==> config.mk <==
export PLATFORM = sky130hd
export DESIGN_NAME = lcdbl_dimmer_flat
export DESIGN_NICKNAME = d
export VERILOG_FILES = /design/src/rtl/lcdbl_pkg.sv /design/src/rtl/lcdbl_dimmer_if.sv /design/src/rtl/lcdbl_pwm_fader.sv /design/src/rtl/lcdbl_dimmer.sv /design/src/flat_wrapper.sv
export SDC_FILE = /design/constraint.sdc
export NUM_CORES = 1
export LEC_CHECK = 0
export BUFFER_PORTS_ARGS = -buffer_cell sky130_fd_sc_hd__buf_2
export CAP_MARGIN = 0
export CELL_PAD_IN_SITES_DETAIL_PLACEMENT = 0
export CELL_PAD_IN_SITES_GLOBAL_PLACEMENT = 1
export CORE_ASPECT_RATIO = 1.5
export CORE_MARGIN = 1
export CORE_UTILIZATION = 25
export CTS_BUF_LIST = sky130_fd_sc_hd__clkbuf_4
export CTS_CLUSTER_SIZE = 30
export DETAILED_ROUTE_END_ITERATION = 6
export PLACE_DENSITY_LB_ADDON = 0.1
export SETUP_SLACK_MARGIN = 0.05
export SLEW_MARGIN = 20
export SYNTH_ARGS = -nofsm -noshare
export SYNTH_HDL_FRONTEND = slang
export SYNTH_SLANG_ARGS = --single-unit
==> constraint.sdc <==
create_clock -name clk27 -period 8.9 [get_ports clk27]
set_clock_uncertainty 0.1 [all_clocks]
set_input_delay 1.335 -clock clk27 [delete_from_list [all_inputs] [get_ports clk27]]
set_output_delay 1.335 -clock clk27 [all_outputs]
set_load 0.02 [all_outputs]
==> src/rtl/lcdbl_pkg.sv <==
// Shared types and timing constants for the LCD backlight dimmer.
package lcdbl_pkg;

  typedef enum logic [1:0] {
    BL_INIT = 2'd0,
    BL_ON   = 2'd1,
    BL_DIM  = 2'd2,
    BL_OFF  = 2'd3
  } bl_state_e;

  localparam int unsigned CLK_HZ = 27_000_000;

  function automatic logic [31:0] ms_to_cycles(input int unsigned ms);
    logic [63:0] c;
    c = 64'(ms) * 64'(CLK_HZ / 1000);
    return c[31:0];
  endfunction

  localparam logic [31:0] TO_INIT_DEF = ms_to_cycles(3500);
  localparam logic [31:0] TO_DIM_DEF  = ms_to_cycles(45000);
  localparam logic [31:0] TO_OFF_DEF  = ms_to_cycles(10000);

endpackage

==> src/rtl/lcdbl_dimmer_if.sv <==
// User-input path: raw IR word and buttons in, gated copies out to the CPU.
interface lcdbl_dimmer_if #(
  parameter int unsigned IR_W  = 24,
  parameter int unsigned N_BTN = 2
);
  logic [IR_W-1:0]  ir_in;
  logic [IR_W-1:0]  ir_out;
  logic [N_BTN-1:0] btn_in;
  logic [N_BTN-1:0] btn_out;

  modport master (output ir_in, output btn_in, input ir_out, input btn_out);
  modport slave  (input ir_in, input btn_in, output ir_out, output btn_out);
endinterface

==> src/rtl/lcdbl_pwm_fader.sv <==
// Brightness level register with linear fade toward a target, plus the PWM generator.
module lcdbl_pwm_fader #(
  parameter int unsigned PWM_W    = 8,
  parameter int unsigned FADE_DIV = 105469
) (
  input  logic             clk27,
  input  logic             reset_n,
  input  logic [PWM_W-1:0] target,
  output logic             lcdbl_pwm,
  output logic [PWM_W-1:0] level
);

  localparam int unsigned      DIV_W    = (FADE_DIV > 1) ? $clog2(FADE_DIV) : 1;
  localparam logic [PWM_W-1:0] LVL_MAX  = '1;
  localparam logic [DIV_W-1:0] DIV_LOAD = (FADE_DIV > 0) ? DIV_W'(FADE_DIV - 1) : '0;

  logic [PWM_W-1:0] level_q, level_d;
  logic [PWM_W-1:0] target_l_q, target_l_d;
  logic [PWM_W-1:0] pwm_cnt_q, pwm_cnt_d;
  logic [DIV_W-1:0] div_q, div_d;
  logic             pwm_q, pwm_d;

  always_comb begin
    level_d    = level_q;
    div_d      = div_q;
    target_l_d = target;
    pwm_cnt_d  = pwm_cnt_q + 1'b1;
    pwm_d      = (level_q == LVL_MAX) ? 1'b1 : (pwm_cnt_q < level_q);
    if (FADE_DIV == 0) begin
      level_d = target;
    end else if (target != target_l_q) begin
      // a new target restarts the step interval from a full period
      div_d = DIV_LOAD;
    end else if (div_q == '0) begin
      div_d = DIV_LOAD;
      if (level_q < target)
        level_d = level_q + 1'b1;
      else if (level_q > target)
        level_d = level_q - 1'b1;
    end else begin
      div_d = div_q - 1'b1;
    end
  end

  always_ff @(posedge clk27) begin
    if (!reset_n) begin
      level_q    <= LVL_MAX;
      target_l_q <= LVL_MAX;
      pwm_cnt_q  <= '0;
      div_q      <= DIV_LOAD;
      pwm_q      <= 1'b1;
    end else begin
      level_q    <= level_d;
      target_l_q <= target_l_d;
      pwm_cnt_q  <= pwm_cnt_d;
      div_q      <= div_d;
      pwm_q      <= pwm_d;
    end
  end

  assign lcdbl_pwm = pwm_q;
  assign level     = level_q;

endmodule

==> src/rtl/lcdbl_dimmer.sv <==
// LCD backlight power manager: staged ON/DIM/OFF timeout, wake-input swallowing, faded PWM.
//  state   | meaning
//  BL_INIT | post-reset hold, full brightness, timeout not running
//  BL_ON   | full brightness, idle counter runs toward DIM
//  BL_DIM  | reduced brightness, idle counter runs toward OFF
//  BL_OFF  | backlight dark, user inputs blocked from the CPU
module lcdbl_dimmer
  import lcdbl_pkg::*;
#(
  parameter int unsigned N_BTN       = 2,
  parameter int unsigned IR_W        = 24,
  parameter int unsigned IR_CODE_W   = 16,
  parameter logic [31:0] TO_INIT     = TO_INIT_DEF,
  parameter logic [31:0] TO_DIM      = TO_DIM_DEF,
  parameter logic [31:0] TO_OFF      = TO_OFF_DEF,
  parameter int unsigned INIT_HOLD_W = 20,
  parameter int unsigned PWM_W       = 8,
  parameter int unsigned DIM_LEVEL   = 32,
  parameter int unsigned FADE_DIV    = 105469
) (
  input  logic           clk27,
  input  logic           reset_n,
  input  logic           lt_active,
  input  logic           en,
  input  logic           lcdbl_off,
  lcdbl_dimmer_if.slave  io,
  output logic           lcdbl_pwm,
  output logic [1:0]     bl_state
);

  localparam logic [PWM_W-1:0]       LVL_MAX   = '1;
  localparam logic [PWM_W-1:0]       LVL_DIM   = PWM_W'(DIM_LEVEL);
  localparam logic [INIT_HOLD_W-1:0] HOLD_ONES = '1;

  bl_state_e                 state_q, state_d;
  logic [31:0]               cnt_q, cnt_d;
  logic [INIT_HOLD_W-1:0]    hold_q, hold_d;
  logic                      swallow_q, swallow_d;
  logic                      lcdbl_off_l_q, lcdbl_off_l_d;
  logic [IR_CODE_W-1:0]      ir_code_q, ir_code_d;
  logic [IR_W-IR_CODE_W-1:0] ir_up_q, ir_up_d;
  logic [N_BTN-1:0]          btn_q, btn_d;
  logic [PWM_W-1:0]          target;
  logic [PWM_W-1:0]          level;
  logic                      in_active, toggle, tick_en, gate_open;

  assign in_active = (io.ir_in[IR_CODE_W-1:0] != '0) || !(&io.btn_in);
  assign toggle    = lcdbl_off ^ lcdbl_off_l_q;
  assign tick_en   = !lt_active && en;

  always_comb begin
    state_d       = state_q;
    cnt_d         = cnt_q;
    hold_d        = hold_q;
    swallow_d     = swallow_q && in_active;
    lcdbl_off_l_d = lcdbl_off;
    target        = LVL_MAX;
    case (state_q)
      BL_INIT: begin
        hold_d = (hold_q != '0) ? hold_q - 1'b1 : '0;
        if (hold_q <= INIT_HOLD_W'(1))
          state_d = BL_ON;
      end
      BL_ON, BL_DIM: begin
        if (state_q == BL_DIM)
          target = LVL_DIM;
        if (toggle) begin
          state_d   = BL_OFF;
          cnt_d     = '0;
          swallow_d = 1'b1;
        end else if (in_active) begin
          state_d = BL_ON;
          cnt_d   = TO_DIM;
        end else if (cnt_q == '0) begin
          state_d = (state_q == BL_ON) ? BL_DIM : BL_OFF;
          cnt_d   = (state_q == BL_ON) ? TO_OFF : '0;
        end else if (tick_en) begin
          cnt_d = cnt_q - 32'd1;
        end
      end
      BL_OFF: begin
        target = '0;
        // the waking press is held back until it is released
        if (in_active && !swallow_q) begin
          state_d   = BL_ON;
          cnt_d     = TO_DIM;
          swallow_d = 1'b1;
        end
      end
      default: state_d = BL_INIT;
    endcase
  end

  always_comb begin
    gate_open = (state_d != BL_OFF) && !swallow_d;
    ir_code_d = gate_open ? io.ir_in[IR_CODE_W-1:0] : '0;
    btn_d     = gate_open ? io.btn_in : '1;
    ir_up_d   = io.ir_in[IR_W-1:IR_CODE_W];
  end

  always_ff @(posedge clk27) begin
    if (!reset_n) begin
      state_q       <= BL_INIT;
      cnt_q         <= TO_INIT;
      hold_q        <= HOLD_ONES;
      swallow_q     <= 1'b0;
      lcdbl_off_l_q <= lcdbl_off;
      ir_code_q     <= '0;
      btn_q         <= '1;
    end else begin
      state_q       <= state_d;
      cnt_q         <= cnt_d;
      hold_q        <= hold_d;
      swallow_q     <= swallow_d;
      lcdbl_off_l_q <= lcdbl_off_l_d;
      ir_code_q     <= ir_code_d;
      btn_q         <= btn_d;
    end
  end

  always_ff @(posedge clk27) begin
    ir_up_q <= ir_up_d;
  end

  lcdbl_pwm_fader #(
    .PWM_W    (PWM_W),
    .FADE_DIV (FADE_DIV)
  ) u_fader (
    .clk27     (clk27),
    .reset_n   (reset_n),
    .target    (target),
    .lcdbl_pwm (lcdbl_pwm),
    .level     (level)
  );

  // full-scale brightness must always come out as a solid-on backlight
  a_full_on: assert property (@(posedge clk27) disable iff (!reset_n)
                              (level == LVL_MAX) |=> lcdbl_pwm);

  assign io.ir_out  = {ir_up_q, ir_code_q};
  assign io.btn_out = btn_q;
  assign bl_state   = state_q;

endmodule

==> src/flat_wrapper.sv <==
// flat-port wrapper written by rule: the top's interface ports become plain ports
module lcdbl_dimmer_flat import lcdbl_pkg::*;
#(
  parameter int unsigned N_BTN       = 2,
  parameter int unsigned IR_W        = 24,
  parameter int unsigned IR_CODE_W   = 16,
  parameter logic [31:0] TO_INIT     = TO_INIT_DEF,
  parameter logic [31:0] TO_DIM      = TO_DIM_DEF,
  parameter logic [31:0] TO_OFF      = TO_OFF_DEF,
  parameter int unsigned INIT_HOLD_W = 20,
  parameter int unsigned PWM_W       = 8,
  parameter int unsigned DIM_LEVEL   = 32,
  parameter int unsigned FADE_DIV    = 105469
)
  (clk27, reset_n, lt_active, en, lcdbl_off, lcdbl_pwm, bl_state, io_ir_in, io_btn_in, io_ir_out, io_btn_out);
  lcdbl_dimmer_if #(.IR_W(IR_W), .N_BTN(N_BTN)) io_i ();
  input  logic clk27;
  input  logic reset_n;
  input  logic lt_active;
  input  logic en;
  input  logic lcdbl_off;
  output logic lcdbl_pwm;
  output logic [1:0] bl_state;
  input wire logic [$bits(io_i.ir_in)-1:0] io_ir_in;
  input wire logic [$bits(io_i.btn_in)-1:0] io_btn_in;
  output wire logic [$bits(io_i.ir_out)-1:0] io_ir_out;
  output wire logic [$bits(io_i.btn_out)-1:0] io_btn_out;
  assign io_i.ir_in = io_ir_in;
  assign io_i.btn_in = io_btn_in;
  assign io_ir_out = io_i.ir_out;
  assign io_btn_out = io_i.btn_out;
  lcdbl_dimmer #(.N_BTN(N_BTN), .IR_W(IR_W), .IR_CODE_W(IR_CODE_W), .TO_INIT(TO_INIT), .TO_DIM(TO_DIM), .TO_OFF(TO_OFF), .INIT_HOLD_W(INIT_HOLD_W), .PWM_W(PWM_W), .DIM_LEVEL(DIM_LEVEL), .FADE_DIV(FADE_DIV)) u_core (.clk27(clk27), .reset_n(reset_n), .lt_active(lt_active), .en(en), .lcdbl_off(lcdbl_off), .io(io_i), .lcdbl_pwm(lcdbl_pwm), .bl_state(bl_state));
endmodule
After elaboration in Yosys (flattened, before gate mapping)
Cells that the tools add are included.
- flip-flop bits (word level): 124
- bits of input ports: 31
- output and inout bits: 29
- word-level logic and storage cells: 79
- add/subtract/negate cells: 6
- $lt $le $gt $ge: 4
- eq/ne operators: 8
- multiplexer cells: 22
- bitwise logic cells: 3
- reduce and logical (&&, ||, !) cells: 23
- operators with widths (operator ; count):
    two-way mux 32 bit ; 5
    case mux 32 bit (2 select lines) ; 1
    zero test 32 bit ; 1
    subtractor 32 x 1 -> 32 bit, second input constant ; 1
    two-way mux 29 bit ; 1
    two-way mux 8 bit ; 3
    <= comparator 20 x 1 -> 1 bit, second input constant ; 1
    two-way mux 20 bit ; 1
    nonzero test 20 bit ; 1
    subtractor 20 x 1 -> 20 bit, second input constant ; 1
    zero test 17 bit ; 1
    subtractor 17 x 1 -> 17 bit, second input constant ; 1
    adder 8 x 1 -> 8 bit, second input constant ; 2
    < comparator 8 bit ; 2
    case mux 8 bit (2 select lines) ; 1
    nonzero test 16 bit ; 1
    two-way mux 2 bit ; 5
    equality test 8 bit, second input constant ; 1
    > comparator 8 bit ; 1
    != test 8 bit ; 1
    subtractor 8 x 1 -> 8 bit, second input constant ; 1
    case mux 2 bit (3 select lines) ; 1
    AND reduction 3 bit ; 2
    != test 5 x 1 -> 1 bit, second input constant ; 1
    16 further kinds ; 29

Depth between registers and ports, before layout
Gate-level depths: netlist (run 1).
- word-level depth: 9
- gate-level depth with buffers: 16
- mapped depth without buffers: 16

Modules after synthesis
Synthesis (run 1) repeated with hierarchy kept, for this count alone.
- cells, all modules: 751
- area, all modules: 6446.2 um^2
- modules (own cells, without submodules) (module ; times used ; cells an instance ; area an instance (um^2) ; seq. area each (um^2)):
    lcdbl_dimmer ; 1 ; 505 ; 4185.3 ; 1641.6
    lcdbl_pwm_fader ; 1 ; 246 ; 2260.9 ; 840.8

Worst setup path before layout (run 1)
No wires, ideal clock.
- kind: register to register
- start: register u_core.state_q[1] (netlist: u_core.bl_state[1])
- end: register u_core.u_fader.level_q[7] (netlist: u_core.u_fader.level[7])
- library setup time: 0.120 ns
- arrival time: 3.638 ns
- data required time: 8.680 ns
- slack: 5.042 ns
- stages on the path, launching flop included: 16
- buffers on the path: 0
- period minus slack after synthesis: 3.858 ns
- cell sequence: dfxtp_1 > inv_1 > ha_1 > or2_2 > inv_2 > ha_1 > o21a_1 > a221oi_2 > inv_1 > ha_1 > a21oi_1 > nor2b_1 > o31a_1 > o41ai_1 > xnor2_1 > o31a_1
- word-level cells in the longest chain between the ends: 6
- elaborated cells between the ends (all ways): 13
- those cells by class: 2 x order compare; 4 x eq/ne; 3 x mux; 1 x bitwise; 3 x reduce/logical
- ends and longest elaborated chain (item ; RTL line ; RTL):
    start: declaration ; lcdbl_dimmer.sv:35 ; bl_state_e state_q, state_d;
    start signal: assignment ; lcdbl_dimmer.sv:111 ; state_q <= state_d;
    equality test 2 bit or equality test 2 x 1 -> 1 bit (tied branches) ; lcdbl_dimmer.sv:58, lcdbl_dimmer.sv:65 ;
    two-way mux 8 bit or OR reduction 2 bit (tied branches) ; lcdbl_dimmer.sv:65, lcdbl_dimmer.sv:58 ;
    case mux 8 bit (2 select lines) (*) ; lcdbl_dimmer.sv:58 ; case (state_q)
    < comparator 8 bit (tied with other cells) ; lcdbl_pwm_fader.sv:36 ; if (level_q < target)
    nonzero test 2 bit (no source line) or inverter 1 bit (tied branches) ; - ;
    AND reduction 3 bit (no source line) ; - ;
    end signal: assignment ; lcdbl_pwm_fader.sv:53 ; level_q <= level_d;
    end: declaration ; lcdbl_pwm_fader.sv:17 ; logic [PWM_W-1:0] level_q, level_d;
Mark *: on every way between the ends. The rest lies on a longest branch, timed or not.
A chain may end at the register's enable or synchronous reset.

Worst setup path after layout (run 1)
- start: register u_core.state_q[0] (netlist: u_core.bl_state[0])
- end: register u_core.u_fader.level_q[7] (netlist: u_core.u_fader.level[7])
The elaborated chain is that of the path after synthesis.

==> results.yml, run 1 <==
run_status:
  status: "completed"
critical_path:
  cp_slowest_cell: "a221oi_2"
  crit_fanout: 8
  worstSetupPathType: "flop to flop"
  path_buf_inv: 3
  worstRegToRegCells: 16
  critPathTopFamily: "compound AO/OA/AOI/OAI gates"
  worst_setup_path_start_kind: "flop"
  cp_common_cell: "ha_1"
  rrSetupSlack_ns: 4.81
  cpPeakStageDelay_ns: 0.45
  crit_arrival_ns: 4.44
  cp_num_cells: 16
  worst_setup_path_end_kind: "flop"
  cp_data_required_time_ns: 9.25
  path_cells: "inv_1, ha_1, or2_2, inv_2, ha_1, o21a_1, a221oi_2, inv_1, ha_1, a21oi_1, nor2b_1, o31a_1, o41ai_1, xnor2_1, o211ai_1, o31a_1"
pwr:
  leakage_nw: 2.639
  ir_drop_uv: 95.49
  p_per_area_mw_per_mm2: 160.1
synth:
  synth_edf_count: 0
  ys.flop_type: "dfxtp_1"
  synth_seq_cells: 118
  synth_area_per_cell_um2: 8.683
  syn_area_mm2: 0.005730
  yosysWarnings: 0
  ys_types: 65
  syn_inst: 660
  syn_nets: 717
  ys_async_sr_fraction_pct: 0
  seq_area_frac_synth_pct: 41.22
global_routing:
  grt_pass1_vias: 4977
  grt_overflow_total: 0
  grt_first_pass_wirelength_um: 25430
  grt_usage_pct: 13.83
  grt_max_degree: 57
  antenna_found_initial: 1
die:
  ioPinCount: 60
  initial_core_util_pct: 25.60
  rows: 67
  coreArea_mm2: 0.02238
  die_h_um: 187.4
  die_area_mm2: 0.02354
  die_x_um: 125.6
layout:
  fin_util_pct: 29.62
  stdcell_area_mm2: 0.006630
  final_common_cell: "dfxtp_1"
  most-common-layout-cells: "dfxtp_1 (118), nor2_1 (65), nand2_1 (62)"
  drive_above_1_share_pct: 16.78
  fin_nets: 778
  area_growth_pct: 15.70
  fillers: 2380
cts:
  clk_latency_ns: 0.54
  post_cts_buffers: 0
  cts_root_buffer: "clkbuf_4"
  postCtsHoldBufs: 0
  clkTransAtPathRegs_ns: 0.13
  cts_sinks: 118
  cts_resized: 0
  clock_path_buffers: 2
  h-tree-depth: 4
  cts_buffers: 17
  cts_tree: "yes"
route:
  drt_iter0_drc: 188
  ant_nets: 0
  viasPerCell: 4.811
  dr_total_vias: 4859
  routed_wl_um: 15170
  remaining_drc_errors: 0
  dr.pass1.iters: 4
  wl_per_cell_um: 15.02
timing:
  slew_viol_final: 0
  setup_viol: 0
  worst_slew_pin_slew_ns: 0.9226
  rsz0062_at_grt: "false"
  setup_tns_ns: 0
  max_freq_mhz: 244.5
  finalCritPeriodShare_pct: 45.95
  max_slew_margin_pct: 38.02
  finalHoldViolations: 0
  post-route-min-period_ns: 4.089
run:
  maxCapViolCount: 0
placement:
  io_buffers: 59
  post_dp_cell_area_mm2: 0.006301
  gp_congestion: 0.7218
  place_hpwl_um: 11080
worst_hold_path:
  holdPathStages: 1
  worstHoldPathType: "flop to flop"
## through the flow
step	std cells	hold WS [ns]	setup slack [ns]	total power, mW
after global routing	1010	0.4028	4.505	1.119
after global placement	978	0.3387	4.831	0.6193
after floorplan	660	0.3206	5.042	0.5953
after detailed placement	978	0.3484	4.765	0.6196
final	1010	0.3697	4.811	1.062
after CTS	1009	0.3711	4.739	1.090
## final timing paths
check                           endpoint                        start
max              u_core.u_fader.level[7]           u_core.bl_state[0]
min          u_core.u_fader.pwm_cnt_q[0]  u_core.u_fader.pwm_cnt_q[0]
max reg2reg      u_core.u_fader.level[7]           u_core.bl_state[0]
min reg2reg  u_core.u_fader.pwm_cnt_q[0]  u_core.u_fader.pwm_cnt_q[0]
## final cells by class
class | instances | area, um^2 | area share, %
clock inverter | 14 | 198.9 | 3.001
tap | 276 | 345.3 | 5.209
inverter | 28 | 105.1 | 1.585
clock buffer | 17 | 127.6 | 1.925
timing repair buffer | 62 | 317.8 | 4.793
multi-input combinational | 494 | 3171 | 47.82
antenna | 1 | 2.502 | 0.03774
sequential | 118 | 2362 | 35.63
## power by group
group          leakage, nW  total (mW)  switching [mW]  internal, mW
registers            0.963       0.545         0.00599         0.539
logic                 1.50      0.0608          0.0370        0.0238
clock network        0.173       0.456           0.230         0.225
## state kept, by name, summed over array words and instances, names as in the netlist
name,flops
u_core.cnt_q,32
u_core.u_fader.level,8
u_core.ir_code_q,16
u_core.u_fader.div_q,17
u_core.lcdbl_off_l_q,1
u_core.hold_q,20
u_core.swallow_q,1
u_core.ir_up_q,8
u_core.io.btn_out,2
u_core.u_fader.lcdbl_pwm,1
u_core.u_fader.target_l_q,2
u_core.bl_state,2
u_core.u_fader.pwm_cnt_q,8
## cell families after synthesis
logic type | count (synthesis) | synth area share, %
buffers and inverters | 48 | 3.559
XOR/XNOR | 55 | 8.406
AND/OR/NAND/NOR | 277 | 25.35
adder cells (fa/ha/maj) | 26 | 5.808
flip-flops | 118 | 41.22
AO/OA/AOI/OAI | 135 | 15.48
multiplexers | 1 | 0.1747
## synth_stat cells, drive strengths merged (4+ instances only)
cell	instances	area (um^2)
a21oi	19	95.09
a31oi	8	65.06
and2	18	137.6
buf	7	50.05
clkbuf	13	48.80
dfxtp	118	2362
ha	25	312.8
inv	28	105.1
nand2	62	232.7
nand2b	9	56.30
nand3	19	95.09
nand4	8	56.30
nor2	65	244.0
nor2b	7	43.79
nor3	32	165.2
nor4	19	146.4
o211ai	11	82.58
o21a	5	37.54
o21ai	56	284.0
o31ai	4	30.03
or2	6	37.54
or3	12	75.07
or4	6	48.80
xnor2	27	236.5
xor2	28	245.2
## layer usage
metal | GRT usage [%] | vias to the layer above | wire, um
li1 | - | 2464 | -
met1 | 14.20 | 2314 | 5946
met2 | 26.39 | 62 | 8530
met3 | 3.089 | 19 | 383
met4 | 6.004 | 0 | 310
met5 | 0 | - | 0
No activity file was read; power rests on OpenSTA's default activity.
==> run 2, diff against run 1 <==
- clock period: 8.9 -> 4 ns (I/O delays scaled with it)
==> results.yml, run 2 (synthesized netlist as in run 1, its figures left out) <==
critical_path:
  r2r_start: "u_core.bl_state[1]"
  startpoint: "u_core.bl_state[1]"
  worst_setup_path_start_kind: "flop"
  cp_common_cell: "ha_1"
  cpPeakStageDelay_ns: 0.38
  cp_data_required_time_ns: 4.34
  cp_num_cells: 16
  critPathTopFamily: "compound AO/OA/AOI/OAI gates"
  timing.rr.end: "u_core.u_fader.level[7]"
  worstRegToRegCells: 16
  rrSetupSlack_ns: 0.33
  cp_slowest_cell: "dfxtp_2"
  path_buf_inv: 3
  worstSetupPathType: "flop to flop"
  worst_setup_path_end_kind: "flop"
  crit_end: "u_core.u_fader.level[7]"
  crit_arrival_ns: 4.02
  crit_fanout: 6
  path_cells: "inv_1, ha_1, or2_2, inv_2, ha_1, o21a_1, a221oi_4, inv_2, ha_1, a21oi_1, nor2b_1, o31a_1, o41ai_2, xnor2_1, o211ai_1, o31a_1"
route:
  routed_wl_um: 15070
  viasPerCell: 4.767
  dr_total_vias: 4920
  topRoutingLayerUsed: "met4"
  ant_nets: 0
  wl_per_cell_um: 14.60
  dr_wl_met2_um: 8575
  remaining_drc_errors: 0
  dr.pass1.iters: 6
  wl_met3_um: 307
  drt_iter0_drc: 156
  wirelength_met1_um: 5975
cts:
  h-tree-depth: 4
  clkTransAtPathRegs_ns: 0.13
  cts_tree: "yes"
  clock_path_buffers: 2
  post_cts_buffers: 0
  cts_sinks: 118
  cts_root_buffer: "clkbuf_4"
  clk_latency_ns: 0.57
  cts_buffers: 17
die:
  coreArea_mm2: 0.02238
  die_area_mm2: 0.02354
  die_h_um: 187.4
  initial_core_util_pct: 25.60
  ioPinCount: 60
  rows: 67
  die_x_um: 125.6
pwr:
  p_per_area_mw_per_mm2: 336.0
  p_switching_mw: 0.6362
  power_frac_clock_pct: 40.6
  ir_drop_uv: 185.1
  seqPwrFrac_pct: 53.2
  leakage_nw: 2.722
  power_frac_comb_pct: 6.3
  internal_power_mw: 1.646
  netSwitchingFraction_pct: 27.88
global_routing:
  grt_pass1_vias: 5059
  antenna_found_initial: 1
  grt_usage_pct: 13.82
  grt_overflow_total: 0
  grt_first_pass_wirelength_um: 25400
  grt_max_degree: 56
layout:
  largest_reg_flops: 32
  reg_top3: "u_core.cnt_q x32, u_core.hold_q x20, u_core.u_fader.div_q x17"
  final_common_cell: "dfxtp_1"
  most-common-layout-cells: "dfxtp_1 (116), nor2_1 (65), nand2_1 (62)"
  fin_nets: 799
  stdcell_area_mm2: 0.006792
  area_growth_pct: 18.52
  drive_above_1_share_pct: 18.41
  largest_register: "u_core.cnt_q"
  fin_util_pct: 30.34
placement:
  post_dp_cell_area_mm2: 0.006392
  place_hpwl_um: 11080
  io_buffers: 59
  gp_congestion: 0.7412
  dp_slack_ns: 0.1550
timing:
  finalCritPeriodShare_pct: 91.86
  slew_viol_final: 0
  setup_viol: 0
  max_freq_mhz: 272.1
  finalHoldViolations: 0
  setup_tns_ns: 0
  post-route-min-period_ns: 3.675
  finalWorstSetupSlack_ns: 0.3254
  worst_slew_pin_slew_ns: 0.9587
  max_slew_margin_pct: 35.60
  rsz0062_at_grt: "false"
run:
  maxCapViolCount: 0
worst_hold_path:
  worstHoldPathType: "primary input to flop"
run_status:
  status: "completed"
==> run 2: changes by cell type in the layout (fill, tap and decap cells not counted), sizes merged <==
cell	previous run	this run
dlygate4sd3	0	8
buf	62	75
clkinv	5	2
bufinv	4	2
clkinvlp	1	3
inv	32	36
==> run 2: cell type report <==
type                    count  area, um^2
fillers                  2434       15590
multi-input cells         494        3183
flip-flops and latches    118        2365
repair buffers             83       495.5
well taps                 276       345.3
clock inverters            15       167.7
clock buffers              17       127.6
inverters                  28       105.1
diodes                      1       2.502
==> run 2: stage by stage <==
stage          power (mW)  hold WS [ns]  instances
2_1_floorplan       1.325        0.3206        660
3_3_place_gp        1.378        0.3471        991
3_5_place_dp        1.380        0.3495        991
4_1_cts             2.341       0.03736       1031
5_1_grt             2.397       0.03885       1032
6_report            2.282       0.09923       1032
==> run 2: worst min-delay path by stage <==
stage | startpoint | endpoint | slack (ns) | depth (start not counted)
floorplan | u_core.u_fader.pwm_cnt_q[0] | u_core.u_fader.pwm_cnt_q[0] | 0.32 | 1
global placement | u_core.u_fader.div_q[16] | u_core.u_fader.div_q[16] | 0.35 | 2
detailed placement | u_core.u_fader.div_q[0] | u_core.u_fader.div_q[0] | 0.35 | 1
CTS | lcdbl_off | u_core.lcdbl_off_l_q | 0.04 | 1
global route | lcdbl_off | u_core.lcdbl_off_l_q | 0.04 | 1
finish | lcdbl_off | u_core.lcdbl_off_l_q | 0.1 | 1
==> run 2: per-layer routing <==
layer  up-vias  GRT usage (%)
met5         -              0
met4         0          5.300
met3        11          3.089
met2        35          26.79
met1      2370          14.10
li1       2504              -
==> run 2: power by group through the flow <==
stage                     logic [mW]  registers (mW)  clock network (mW)
final                          0.143            1.21               0.926
after global routing           0.159            1.22                1.02
after CTS                      0.146            1.21               0.981
after detailed placement       0.140            1.24                   0
after global placement         0.139            1.24                   0
after floorplan               0.0681            1.26                   0
==> run 2: what timing repair did <==
| action | in CTS | in global routing |
|---|---|---|
| hold buffers | 8 | 0 |
| gates resized for setup | 0 | 5 |
| setup endpoints to repair | 0 | 2 |
| endpoints found under the hold margin | 8 | 0 |
==> run 2: worst reg2reg max path, stage by stage, from the launching register on <==
cell	delay, ns
dfxtp_2	0.38
inv_1	0.09
ha_1	0.20
or2_2	0.34
inv_2	0.12
ha_1	0.25
o21a_1	0.14
a221oi_4	0.32
inv_2	0.12
ha_1	0.28
a21oi_1	0.16
nor2b_1	0.08
o31a_1	0.27
o41ai_2	0.26
xnor2_1	0.18
o211ai_1	0.12
o31a_1	0.14
==> run 3, diff against run 2 <==
==> constraint.sdc (replaced) <==
create_clock -name clk27 -period 3.2 [get_ports clk27]
set_clock_uncertainty 0.1 [all_clocks]
set_input_delay 0.64 -clock clk27 [delete_from_list [all_inputs] [get_ports clk27]]
set_output_delay 0.64 -clock clk27 [all_outputs]
set_load 0.02 [all_outputs]
==> results.yml, run 3 (synthesized netlist as in run 1, its figures left out) <==
cts:
  h-tree-depth: 4
  cts_root_buffer: "clkbuf_4"
  cts_tree: "yes"
  cts_buffers: 17
  clk_latency_ns: 0.56
  clock_path_buffers: 2
  cts_sinks: 118
  clkTransAtPathRegs_ns: 0.13
timing:
  setup_viol: 1
  finalCritPeriodShare_pct: 103.0
  worst_slew_pin_slew_ns: 0.7817
  finalHoldViolations: 0
  max_slew_margin_pct: 47.41
  slew_viol_final: 0
  post-route-min-period_ns: 3.297
  hold_slack_ns: 0.08138
  finalWorstSetupSlack_ns: -0.09709
  max_freq_mhz: 303.3
  rsz0062_at_grt: "true"
critical_path:
  rrSetupSlack_ns: -0.1
  crit_arrival_ns: 3.64
  crit_fanout: 4
  worst_setup_path_start_kind: "flop"
  cp_data_required_time_ns: 3.55
  worst_setup_path_end_kind: "flop"
  worstSetupPathType: "flop to flop"
placement:
  io_buffers: 59
  dpl.cell_count: 1017
  post_dp_cell_area_mm2: 0.006703
  gp_congestion: 0.7631
  place_hpwl_um: 11400
die:
  die_area_mm2: 0.02354
  coreArea_mm2: 0.02238
  die_x_um: 125.6
  die_h_um: 187.4
  ioPinCount: 60
  rows: 67
  initial_core_util_pct: 25.60
route:
  remaining_drc_errors: 0
  routed_wl_um: 15230
  dr_total_vias: 4980
  ant_nets: 0
  viasPerCell: 4.689
  drt_iter0_drc: 180
  dr.pass1.iters: 4
  wl_per_cell_um: 14.34
layout:
  drive_above_1_share_pct: 23.12
  fin_util_pct: 31.58
  fin_nets: 827
  area_growth_pct: 23.36
  fin_cells: 1062
  largest_reg_flops: 32
  largest_register: "u_core.cnt_q"
  fillers: 2364
  reg_top3: "u_core.cnt_q x32, u_core.hold_q x20, u_core.u_fader.div_q x17"
  multi_input_area_mm2: 0.003297
  final_common_cell: "dfxtp_1"
  most-common-layout-cells: "dfxtp_1 (116), nor2_1 (64), nand2_1 (62)"
  stdcell_area_mm2: 0.007069
  seq_area_mm2: 0.002370
pwr:
  seqPwrFrac_pct: 58.0
  power_frac_clock_pct: 35.1
  p_per_area_mw_per_mm2: 369.4
  netSwitchingFraction_pct: 28.06
  internal_power_mw: 1.878
  power_frac_comb_pct: 6.9
  p_switching_mw: 0.7326
  ir_drop_uv: 163.1
  leakage_nw: 2.847
global_routing:
  top_usage_layer: "met2"
  grt_usage_pct: 13.64
  grt_pass1_vias: 4961
  grt_util_met2_pct: 26.20
  grt_overflow_total: 0
  grt_first_pass_wirelength_um: 24850
  antenna_found_initial: 2
  grt_util_met3_pct: 3.576
  grt_max_degree: 56
  gr-usage-met1_pct: 13.58
worst_hold_path:
  worstHoldPathType: "primary input to flop"
run_status:
  status: "complete, but fails checks"
  violations: "negative setup slack"
run:
  maxCapViolCount: 0
[run 3: cell type report]
type / count / area share, %
clock inverter: 14 / 1.239
timing repair buffer: 111 / 10.11
multi-input combinational: 494 / 46.64
tap: 276 / 4.885
inverter: 28 / 1.593
sequential: 118 / 33.52
antenna: 3 / 0.1062
clock buffer: 18 / 1.912
[run 3: power by group through the flow]
stage               Clock (mW)  Sequential [mW]  Combinational (mW)
global placement             0             1.55               0.179
finish                   0.916             1.51               0.181
global route              1.05             1.52               0.201
floorplan                    0             1.57              0.0852
detailed placement           0             1.55               0.181
CTS                      0.978             1.51               0.181
[run 3: final timing paths]
path                               startpoint                     endpoint  cells after the start
setup reg to reg           u_core.bl_state[1]      u_core.u_fader.level[7]                     16
hold / removal                   io_ir_in[17]            u_core.ir_up_q[1]                      1
setup / recovery           u_core.bl_state[1]      u_core.u_fader.level[7]                     16
hold reg to reg   u_core.u_fader.pwm_cnt_q[0]  u_core.u_fader.pwm_cnt_q[0]                      1
[run 3: stage by stage]
stage / power [mW] / TNS, ns / setup slack [ns]
2_1_floorplan: 1.654 / -0.1883 / -0.1883
3_3_place_gp: 1.727 / -0.1389 / -0.1323
3_5_place_dp: 1.729 / -0.2448 / -0.1973
4_1_cts: 2.674 / -0.1071 / -0.1071
5_1_grt: 2.766 / -0.4525 / -0.2527
6_report: 2.611 / -0.09709 / -0.09709
[run 3: critical path: stages (launching register included)]
cell	delay, ns
dfxtp_4	0.39
inv_4	0.05
ha_4	0.15
or2_4	0.26
inv_4	0.07
ha_4	0.19
o21a_1	0.12
a221oi_4	0.30
inv_2	0.13
ha_4	0.23
a21oi_2	0.14
nor2b_1	0.07
o31a_1	0.27
o41ai_2	0.25
xnor2_1	0.18
o211ai_1	0.12
o31a_1	0.14
[run 3: metal layers]
metal / routed length, um / up-vias
li1: - / 2566
met1: 5987 / 2355
met4: 270 / 0
met3: 380 / 14
met5: 0 / -
met2: 8592 / 45
[run 3: timing repair]
item	4_1_cts	5_1_grt
setup buffers	3	2
setup endpoints to repair	3	5
hold buffers	0	5
pin swaps	9	3
resized for setup	5	6
hold endpoints to repair	0	5
